===== src/rtl/shift_seq_pkg.sv =====
// Shared types and constants for the shift sequencer and its single-step shift unit.
package shift_seq_pkg;

    localparam int DATA_W = 8;

    typedef enum logic [2:0] {
        OP_PASS  = 3'b000,
        OP_SHL1  = 3'b001,
        OP_SHR1  = 3'b010,
        OP_ROTL1 = 3'b011,
        OP_ROTR1 = 3'b100,
        OP_ASR1  = 3'b101,
        OP_ROTL3 = 3'b110,
        OP_ASR5  = 3'b111
    } shift_op_t;

    typedef enum logic [1:0] {
        IDLE  = 2'd0,
        SHIFT = 2'd1,
        DONE  = 2'd2
    } seq_state_t;

endpackage


===== src/rtl/shift_step.sv =====
// Combinational single-step 8-bit shift/rotate unit; no widening, 8 bits in and out.
module shift_step
    import shift_seq_pkg::*;
(
    input  shift_op_t         op,
    input  logic [DATA_W-1:0] data_in,
    output logic [DATA_W-1:0] data_out
);

    // One step of the selected shift or rotate
    always_comb begin
        data_out = data_in;
        case (op)
            OP_PASS:  data_out = data_in;
            OP_SHL1:  data_out = {data_in[6:0], 1'b0};
            OP_SHR1:  data_out = {1'b0, data_in[7:1]};
            OP_ROTL1: data_out = {data_in[6:0], data_in[7]};
            OP_ROTR1: data_out = {data_in[0], data_in[7:1]};
            OP_ASR1:  data_out = {data_in[7], data_in[7:1]};
            OP_ROTL3: data_out = {data_in[4:0], data_in[7:5]};
            OP_ASR5:  data_out = {{5{data_in[7]}}, data_in[7:5]};
            default:  data_out = data_in;
        endcase
    end

endmodule


===== src/rtl/shift_sequencer.sv =====
// Applies one shift op a programmed number of times, one step per clock, with valid/ready on both sides.
// Optional macro SHIFT_SEQ_EARLY_EXIT_EN: leave SHIFT as soon as the step reaches a fixed point.
module shift_sequencer
    import shift_seq_pkg::*;
#(
    parameter int CNT_W = 4
) (
    input  logic              clk,
    input  logic              rst_n,
    input  logic              in_valid,
    output logic              in_ready,
    input  logic [2:0]        in_op,
    input  logic [CNT_W-1:0]  in_count,
    input  logic [DATA_W-1:0] in_data,
    input  logic              abort,
    output logic              out_valid,
    input  logic              out_ready,
    output logic [DATA_W-1:0] out_data,
    output logic              busy
);

    localparam logic [CNT_W-1:0] CNT_ZERO = CNT_W'(0);
    localparam logic [CNT_W-1:0] CNT_ONE  = CNT_W'(1);

    seq_state_t        state_r, state_nxt_s;
    logic [DATA_W-1:0] data_r, data_nxt_s, step_s;
    logic [CNT_W-1:0]  remaining_r, remaining_nxt_s;
    shift_op_t         op_r, op_nxt_s;
    logic              in_ready_r, out_valid_r, busy_r;

    shift_step u_shift_step (
        .op       (op_r),
        .data_in  (data_r),
        .data_out (step_s)
    );

    // Next-state and datapath selection
    always_comb begin
        state_nxt_s     = state_r;
        data_nxt_s      = data_r;
        remaining_nxt_s = remaining_r;
        op_nxt_s        = op_r;
        case (state_r)
            IDLE: begin
                // abort in IDLE blocks acceptance for that cycle
                if (in_valid && !abort) begin
                    data_nxt_s      = in_data;
                    op_nxt_s        = shift_op_t'(in_op);
                    remaining_nxt_s = in_count;
                    if (in_count == CNT_ZERO) begin
                        state_nxt_s = DONE;
                    end else begin
                        state_nxt_s = SHIFT;
                    end
                end else begin
                    state_nxt_s = IDLE;
                end
            end
            SHIFT: begin
                if (abort) begin
                    state_nxt_s = IDLE;
                end else begin
`ifdef SHIFT_SEQ_EARLY_EXIT_EN
                    if (step_s == data_r) begin
                        state_nxt_s     = DONE;
                        remaining_nxt_s = CNT_ZERO;
                    end else begin
                        data_nxt_s      = step_s;
                        remaining_nxt_s = remaining_r - CNT_ONE;
                        if (remaining_r == CNT_ONE) begin
                            state_nxt_s = DONE;
                        end else begin
                            state_nxt_s = SHIFT;
                        end
                    end
`else
                    data_nxt_s      = step_s;
                    remaining_nxt_s = remaining_r - CNT_ONE;
                    if (remaining_r == CNT_ONE) begin
                        state_nxt_s = DONE;
                    end else begin
                        state_nxt_s = SHIFT;
                    end
`endif
                end
            end
            DONE: begin
                if (abort || out_ready) begin
                    state_nxt_s = IDLE;
                end else begin
                    state_nxt_s = DONE;
                end
            end
            default: begin
                state_nxt_s = IDLE;
            end
        endcase
    end

    // State, datapath and registered handshake outputs
    always_ff @(posedge clk or negedge rst_n) begin
        if (!rst_n) begin
            state_r     <= IDLE;
            data_r      <= 8'h00;
            remaining_r <= CNT_ZERO;
            op_r        <= OP_PASS;
            in_ready_r  <= 1'b1;
            out_valid_r <= 1'b0;
            busy_r      <= 1'b0;
        end else begin
            state_r     <= state_nxt_s;
            data_r      <= data_nxt_s;
            remaining_r <= remaining_nxt_s;
            op_r        <= op_nxt_s;
            in_ready_r  <= (state_nxt_s == IDLE);
            out_valid_r <= (state_nxt_s == DONE);
            busy_r      <= (state_nxt_s != IDLE);
        end
    end

    assign in_ready  = in_ready_r;
    assign out_valid = out_valid_r;
    assign busy      = busy_r;
    assign out_data  = data_r;

endmodule


===== config.mk =====
export PLATFORM = sky130hd
export DESIGN_NAME = shift_sequencer
export DESIGN_NICKNAME = d
export VERILOG_FILES = /design/src/rtl/shift_seq_pkg.sv /design/src/rtl/shift_step.sv /design/src/rtl/shift_sequencer.sv
export SDC_FILE = /design/constraint.sdc
export NUM_CORES = 1
export LEC_CHECK = 0
export BUFFER_PORTS_ARGS = -buffer_cell sky130_fd_sc_hd__buf_2
export CAP_MARGIN = 30
export CORE_AREA = 5 5 54 79
export CTS_CLUSTER_SIZE = 16
export DETAILED_ROUTE_END_ITERATION = 10
export DIE_AREA = 0 0 59 84
export SYNTH_ARGS = -nofsm -noshare
export SYNTH_HDL_FRONTEND = slang
export SYNTH_SLANG_ARGS = --single-unit

===== constraint.sdc =====
create_clock -name clk -period 2.8 [get_ports clk]
set_clock_uncertainty 0.1 [all_clocks]
set_input_delay 0 -clock clk [delete_from_list [all_inputs] [get_ports clk]]
set_output_delay 0 -clock clk [all_outputs]
set_load 0.01 [all_outputs]

* Yosys cells after proc, flatten, opt, wreduce, memory -nomap -nowiden
Cells that the tools add are included.
** Storage, ports and cells
- Bits in registers :: 20
- Latch bits :: 0
- RAM bits :: 0
- Memory bits (read-only) :: 0
- Word-level logic and storage cells :: 51
- Memories kept :: 0
** Cells by class
- Add/subtract/negate cells :: 1
- $mul :: 0
- Divide/modulo/power cells :: 0
- Order comparisons :: 0
- Equality and inequality tests :: 16
- Shift-type cells :: 0
- Muxes and demuxes :: 13
- Bitwise gates (word level) :: 0
- Reductions and logical operators :: 13
** Operator list (number)
- $pmux W8 S7 :: 1
- $mux W8 :: 2
- $pmux W8 S2 :: 1
- $eq A3 B3 Y1 const B :: 4
- $mux W2 :: 5
- $ne A2 B2 Y1 const B :: 5
- $mux W4 :: 2
- $pmux W4 S2 :: 1
- $eq A3 B2 Y1 const B :: 2
- $pmux W2 S3 :: 1
- $reduce_and A6 Y1 :: 1
- $eq A2 B2 Y1 const B :: 2
- $eq A4 B1 Y1 const B :: 1
- $logic_not A2 Y1 :: 2
- $logic_not A4 Y1 :: 1
- $reduce_and A4 Y1 :: 1
- $reduce_bool A2 Y1 :: 2
- $sub A4 B1 Y4 const B :: 1
- $eq A3 B1 Y1 const B :: 1
- $logic_not A3 Y1 :: 1
- $reduce_and A3 Y1 :: 1
- $eq A2 B1 Y1 const B :: 1
- $reduce_and A2 Y1 :: 1
- $logic_and A1 B1 Y1 :: 1
- other kinds (2) :: 2

* Depth between registers and ports, before layout
- Depth in word-level cells :: 5
- Mapped depth :: 6
- Gate-level depth less buffers :: 6

* Hierarchy
Synthesis repeated with hierarchy kept, for this count alone.
** Second synthesis, totals
- Cell total of the unflattened synthesis :: 132
- Area, all modules :: 1495.2 um^2
** By module, submodules not included
- shift_sequencer :: times used 1, cells an instance 81, area each 1119.8 um^2
- shift_step :: times used 1, cells an instance 51, area each 375.4 um^2

* Worst setup path after synthesis
OpenSTA, ideal clock, no wires.
- Kind :: register to register
- From :: register state_r[1]
- To :: register data_r[6] (netlist: out_data[6])
- Setup time :: 126 ps
- Arrival time :: 1285 ps
- Setup slack :: 1289 ps
- Stages on the path, launching flop included :: 4
- Buffers on the path :: 1
- Period minus slack after synthesis :: 1511 ps
- Cells stage by stage :: dfrtp_1 > or3_1 > buf_2 > o32a_1
** On the way
- Cells in the longest elaborated chain, start to end :: 3
- Elaborated cells between the ends (all ways) :: 8
- Classes of those cells :: eq/ne: 4; mux: 1; reduce/logical: 3
** RTL lines
- from (decl) :: RTL line shift_sequencer.sv:25 : seq_state_t state_r, state_nxt_s;
- from (signal assigned) :: RTL line shift_sequencer.sv:111 : state_r <= state_nxt_s;
- $eq A2 B1 Y1 or $logic_not A2 Y1 (tied branches) :: RTL line shift_sequencer.sv:43 : case (state_r)
- $ne A2 B2 Y1 (no source line) or $reduce_bool A2 Y1 (tied branches)
- $reduce_and A4 Y1 (no source line)
- to (signal assigned) :: RTL line shift_sequencer.sv:112 : data_r <= data_nxt_s;
- to (decl) :: RTL line shift_sequencer.sv:26 : logic [DATA_W-1:0] data_r, data_nxt_s, step_s;
Several ways; a longest one is shown, not always the timed one.
A chain may end at the register's enable or synchronous reset.

* Final worst setup path
- From :: register op_r[1]
- To :: register data_r[7] (netlist: out_data[7])
** On the way
- Cells in the longest elaborated chain, start to end :: 4
- Elaborated cells between the ends (all ways) :: 15
- Classes of those cells :: eq/ne: 10; mux: 3; reduce/logical: 2
** RTL lines
- from (decl) :: RTL line shift_sequencer.sv:28 : shift_op_t op_r, op_nxt_s;
- from (signal assigned) :: RTL line shift_sequencer.sv:114 : op_r <= op_nxt_s;
- $eq A3 B3 Y1 (tied with other cells) :: RTL line shift_step.sv:13 : case (op)
- $pmux W8 S7 :: RTL line shift_step.sv:13
- $mux W8 :: RTL line shift_sequencer.sv:60 : if (abort) begin
- $pmux W8 S2 :: RTL line shift_sequencer.sv:43
Several ways; a longest one is shown, not always the timed one. The select of a mux whose other input is x is not followed.

==> qor.log <==
INFO  detailed_routing wl_per_cell=14.6um
INFO  yosys          count_of_flip_flops_with_a_built_in_enable_after_synthesis=0
INFO  sta            max_freq=0.462GHz
INFO  detailed_routing finalWirelength=3390um
INFO  clock_tree     cts_buffer_depth=2
INFO  clock_tree     postCtsResizedCells=0
INFO  yosys          post_synth_inst_count=150
INFO  sta            timing.max_slew.rel_slack=0.518
INFO  yosys          syn_avg_cell_area=8.93um2
INFO  placed_design  io_buffer_count=30
INFO  pwr            power_per_cell_area=826nW/um2
INFO  die            dieWidth=59um
INFO  die            floorplan.core_area=3580um2
INFO  pwr            share_comb_of_total_power=0.452
INFO  placed_design  detailedPlacementHpwl=2430um
INFO  clock_tree     clk_transition_reported_paths=0.07ns
INFO  yosys          yosys.cell_count.top_type=nand2_1
INFO  setup_path     critPathCapture=out_data[7]
INFO  yosys          post_synth_instance_area=1340um2
INFO  global_route   gr-total-overflow=0
INFO  setup_path     worstReg2RegEnd=out_data[7]
INFO  yosys          ys_warn_count=0
INFO  clock_tree     clockRootBuffer=clkbuf_8
INFO  global_route   grt_start_max_net_pins=24
INFO  clock_tree     cts_buffers=3
INFO  sta            timing.final.ws_setup=0.634ns
INFO  setup_path     crit_end_element=flip-flop
INFO  die            die_h=84um
INFO  outcome        status=finished clean
INFO  global_route   gr-usage-met2=0.256
INFO  setup_path     crit_path_start=op_r[1]
INFO  pwr            p_int=0.793mW
INFO  sta            rsz0062_at_grt=no
INFO  yosys          yosys-top-cells-area=dfrtp_1 (35%), mux2i_1 (7.5%), nand2_1 (5.9%)
INFO  setup_path     path_class=flip-flop to flip-flop
INFO  sta            drv_slew=0
INFO  global_route   groute.layer.met1.usage=0.177
INFO  clock_tree     tritoncts_clock_tree=built
INFO  yosys          share_of_yosys_cell_area_claimed_by_the_top_area_cell_type=0.355
INFO  finish         drive_gt1_frac=0.226
INFO  setup_path     timing.critical_path.from_type=flip-flop
INFO  yosys          synth_flop_cell=dfrtp_1
INFO  pwr            p_sw_frac=0.427
INFO  die            num_rows=27
INFO  detailed_routing post_drt_via_cell_ratio=5.28
INFO  yosys          synthArstFlopShare=1.00
INFO  pwr            psw=0.590mW
INFO  setup_path     crit_path_cell_trace=nor2_1 > a2111oi_4 > o21ai_0 > mux2i_1
INFO  yosys          number_of_nets_in_the_synthesized_netlist=172
INFO  setup_path     critPathRequiredTime=2.84ns
INFO  detailed_routing detail_route.drc_violations=0
INFO  finish         final_util=0.467
INFO  global_route   grt_util_all_layers=0.147
INFO  pwr            power.clock.fraction=0.142
INFO  yosys          synth_cell_types=36
INFO  worst_hold_path min-delay-start=out_ready
INFO  finish         fillers=376
INFO  setup_path     reg2reg_depth=4
INFO  finish         antenna-diode-count=0
INFO  job            timing.max_cap.violations=0
INFO  setup_path     reg2reg_slack=0.63ns
INFO  yosys          synth_seq_cells=20
INFO  placed_design  gp_routability_congestion=0.800
INFO  placed_design  placement.setup.worst_slack=0.669ns
INFO  pwr            post-layout-total-power=1.38mW
INFO  detailed_routing routed-via-count=1231
INFO  pwr            vdd.ir_drop.worst=484uV
INFO  sta            timing.final.setup_violations=0
INFO  clock_tree     post_cts.repair.setup_buffers=0
INFO  placed_design  dp_cells=213
INFO  global_route   antenna_violations_before_repair=0
INFO  detailed_routing first_iter_violations=24
INFO  die            initial_utilization=0.374
INFO  setup_path     arrival=2.20ns
INFO  finish         multi_input_gate_area_in_the_final_layout=721um2
INFO  worst_hold_path hold_path.class=primary input to flip-flop
INFO  sta            layout_min_cycle_time=2.17ns
INFO  finish         stdcell_count=233
INFO  clock_tree     cts_num_sinks=20
INFO  pwr            leakagePower=0.756nW
INFO  setup_path     slowest_stage=a2111oi_4
INFO  finish         ff_latch_area=502um2
INFO  yosys          post_synth_most_frequent_cells=nand2_1 (21), dfrtp_1 (19), o21ai_0 (11)
INFO  sta            final_hold_viol_count=0
INFO  global_route   grt_util_met3=0.0170
INFO  sta            ratio_of_final_minimum_period_to_clock_period=0.774
INFO  clock_tree     worst_skew_pair.late_latency=0.26ns
INFO  die            num_io_pins=31
INFO  finish         finalInstanceArea=1670um2
INFO  detailed_routing ant_nets=0
INFO  setup_path     worst-path-max-fanout=16
INFO  sta            final.setup.tns=0ns
INFO  die            die-area=4960um2
INFO  global_route   grt_most_used_layer=met2
INFO  worst_hold_path timing.hold.worst_path_depth=4
INFO  clock_tree     htree_num_levels=1
INFO  detailed_routing drt_pass1_iterations=4
INFO  yosys          synth_top_area_cell=dfrtp_1
INFO  sta            worst_slew_pin_slew=0.723ns
INFO  pwr            power.share.sequential=0.406
INFO  finish         nNetsFinal=213
INFO  global_route   first_global_vias=1255
INFO  finish         flow.area_growth_from_synthesis=24.8%
INFO  setup_path     crit_path_max_incr_delay=0.74ns
INFO  setup_path     regToRegStartpoint=op_r[1]
INFO  global_route   first_pass_grt_wire_length=5740um
INFO  yosys          part_of_the_yosys_area_used_for_sequential_elements=0.374
INFO  sta            finalHoldWorstSlack=0.0146ns
INFO  placed_design  place_area=1470um2
==> final cells by class <==
cell class                      count  share of cell area
Multi-Input combinational cell    110               0.431
Sequential cell                    20               0.300
Timing Repair Buffer               47               0.190
Tap cell                           43              0.0322
Clock buffer                        4              0.0269
Inverter                            9              0.0202
==> placed cells by master, fill, tap and decap left out, drive strengths merged <==
cell,count
or2,1
nor3,2
dfstp,1
o311ai,2
nor3b,4
a31oi,4
a2111oi,1
nor4,1
nor4b,2
inv,9
buf,31
or2b,1
nand2b,3
nand3b,4
a21oi,10
o32a,1
clkbuf,4
mux2,3
ha,2
nor2b,2
o21ai,11
a211oi,2
o22ai,5
nand2,21
and2b,1
dlygate4sd3,16
o32ai,1
mux2i,10
or3,2
o211ai,4
dfrtp,19
nor2,10
==> worst max-delay path, delay by kind of cell (launching register included) <==
kind,cells,cell delay (ns)
AOI/OAI and AO/OA,2,1.00
DFF,1,0.62
muxes,1,0.17
and+or+nand+nor,1,0.16
==> state kept, by name (all words and copies together), names as in the netlist <==
| signal | flops |
|---|---|
| in_ready | 1 |
| busy | 1 |
| out_data | 8 |
| out_valid | 1 |
| op_r | 3 |
| state_r | 2 |
| remaining_r | 4 |
==> power by group through the flow <==
stage	logic (mW)	registers (mW)	clock network (mW)
2_1_floorplan	0.471	0.537	0
3_3_place_gp	0.601	0.560	0
3_5_place_dp	0.611	0.565	0
4_1_cts	0.629	0.560	0.204
5_1_grt	0.697	0.586	0.220
6_report	0.625	0.561	0.197
==> cells by family after synthesis <==
logic type | share of synthesized area
AOI/OAI and AO/OA | 0.207
adders and majority gates | 0.0187
buffers and inverters | 0.0878
DFF | 0.374
muxes | 0.0999
and+or+nand+nor | 0.212
==> how the worst min path moves through the flow <==
stage / endpoint
final: out_valid
after detailed placement: remaining_r[0]
after CTS: out_valid
after global routing: op_r[2]
after global placement: remaining_r[1]
after floorplan: busy
==> routing by layer <==
layer | share of wire | up-vias
li1 | - | 611
met1 | 0.40 | 585
met2 | 0.54 | 31
met3 | 0.047 | 4
met4 | 0.014 | 0
met5 | 0 | -
==> repair_timing <==
action | in CTS | in global routing
hold buffers | 16 | 0
endpoints found under the setup margin | 0 | 0
endpoints found under the hold margin | 35 | 0
No activity file was read; power rests on OpenSTA's default activity.
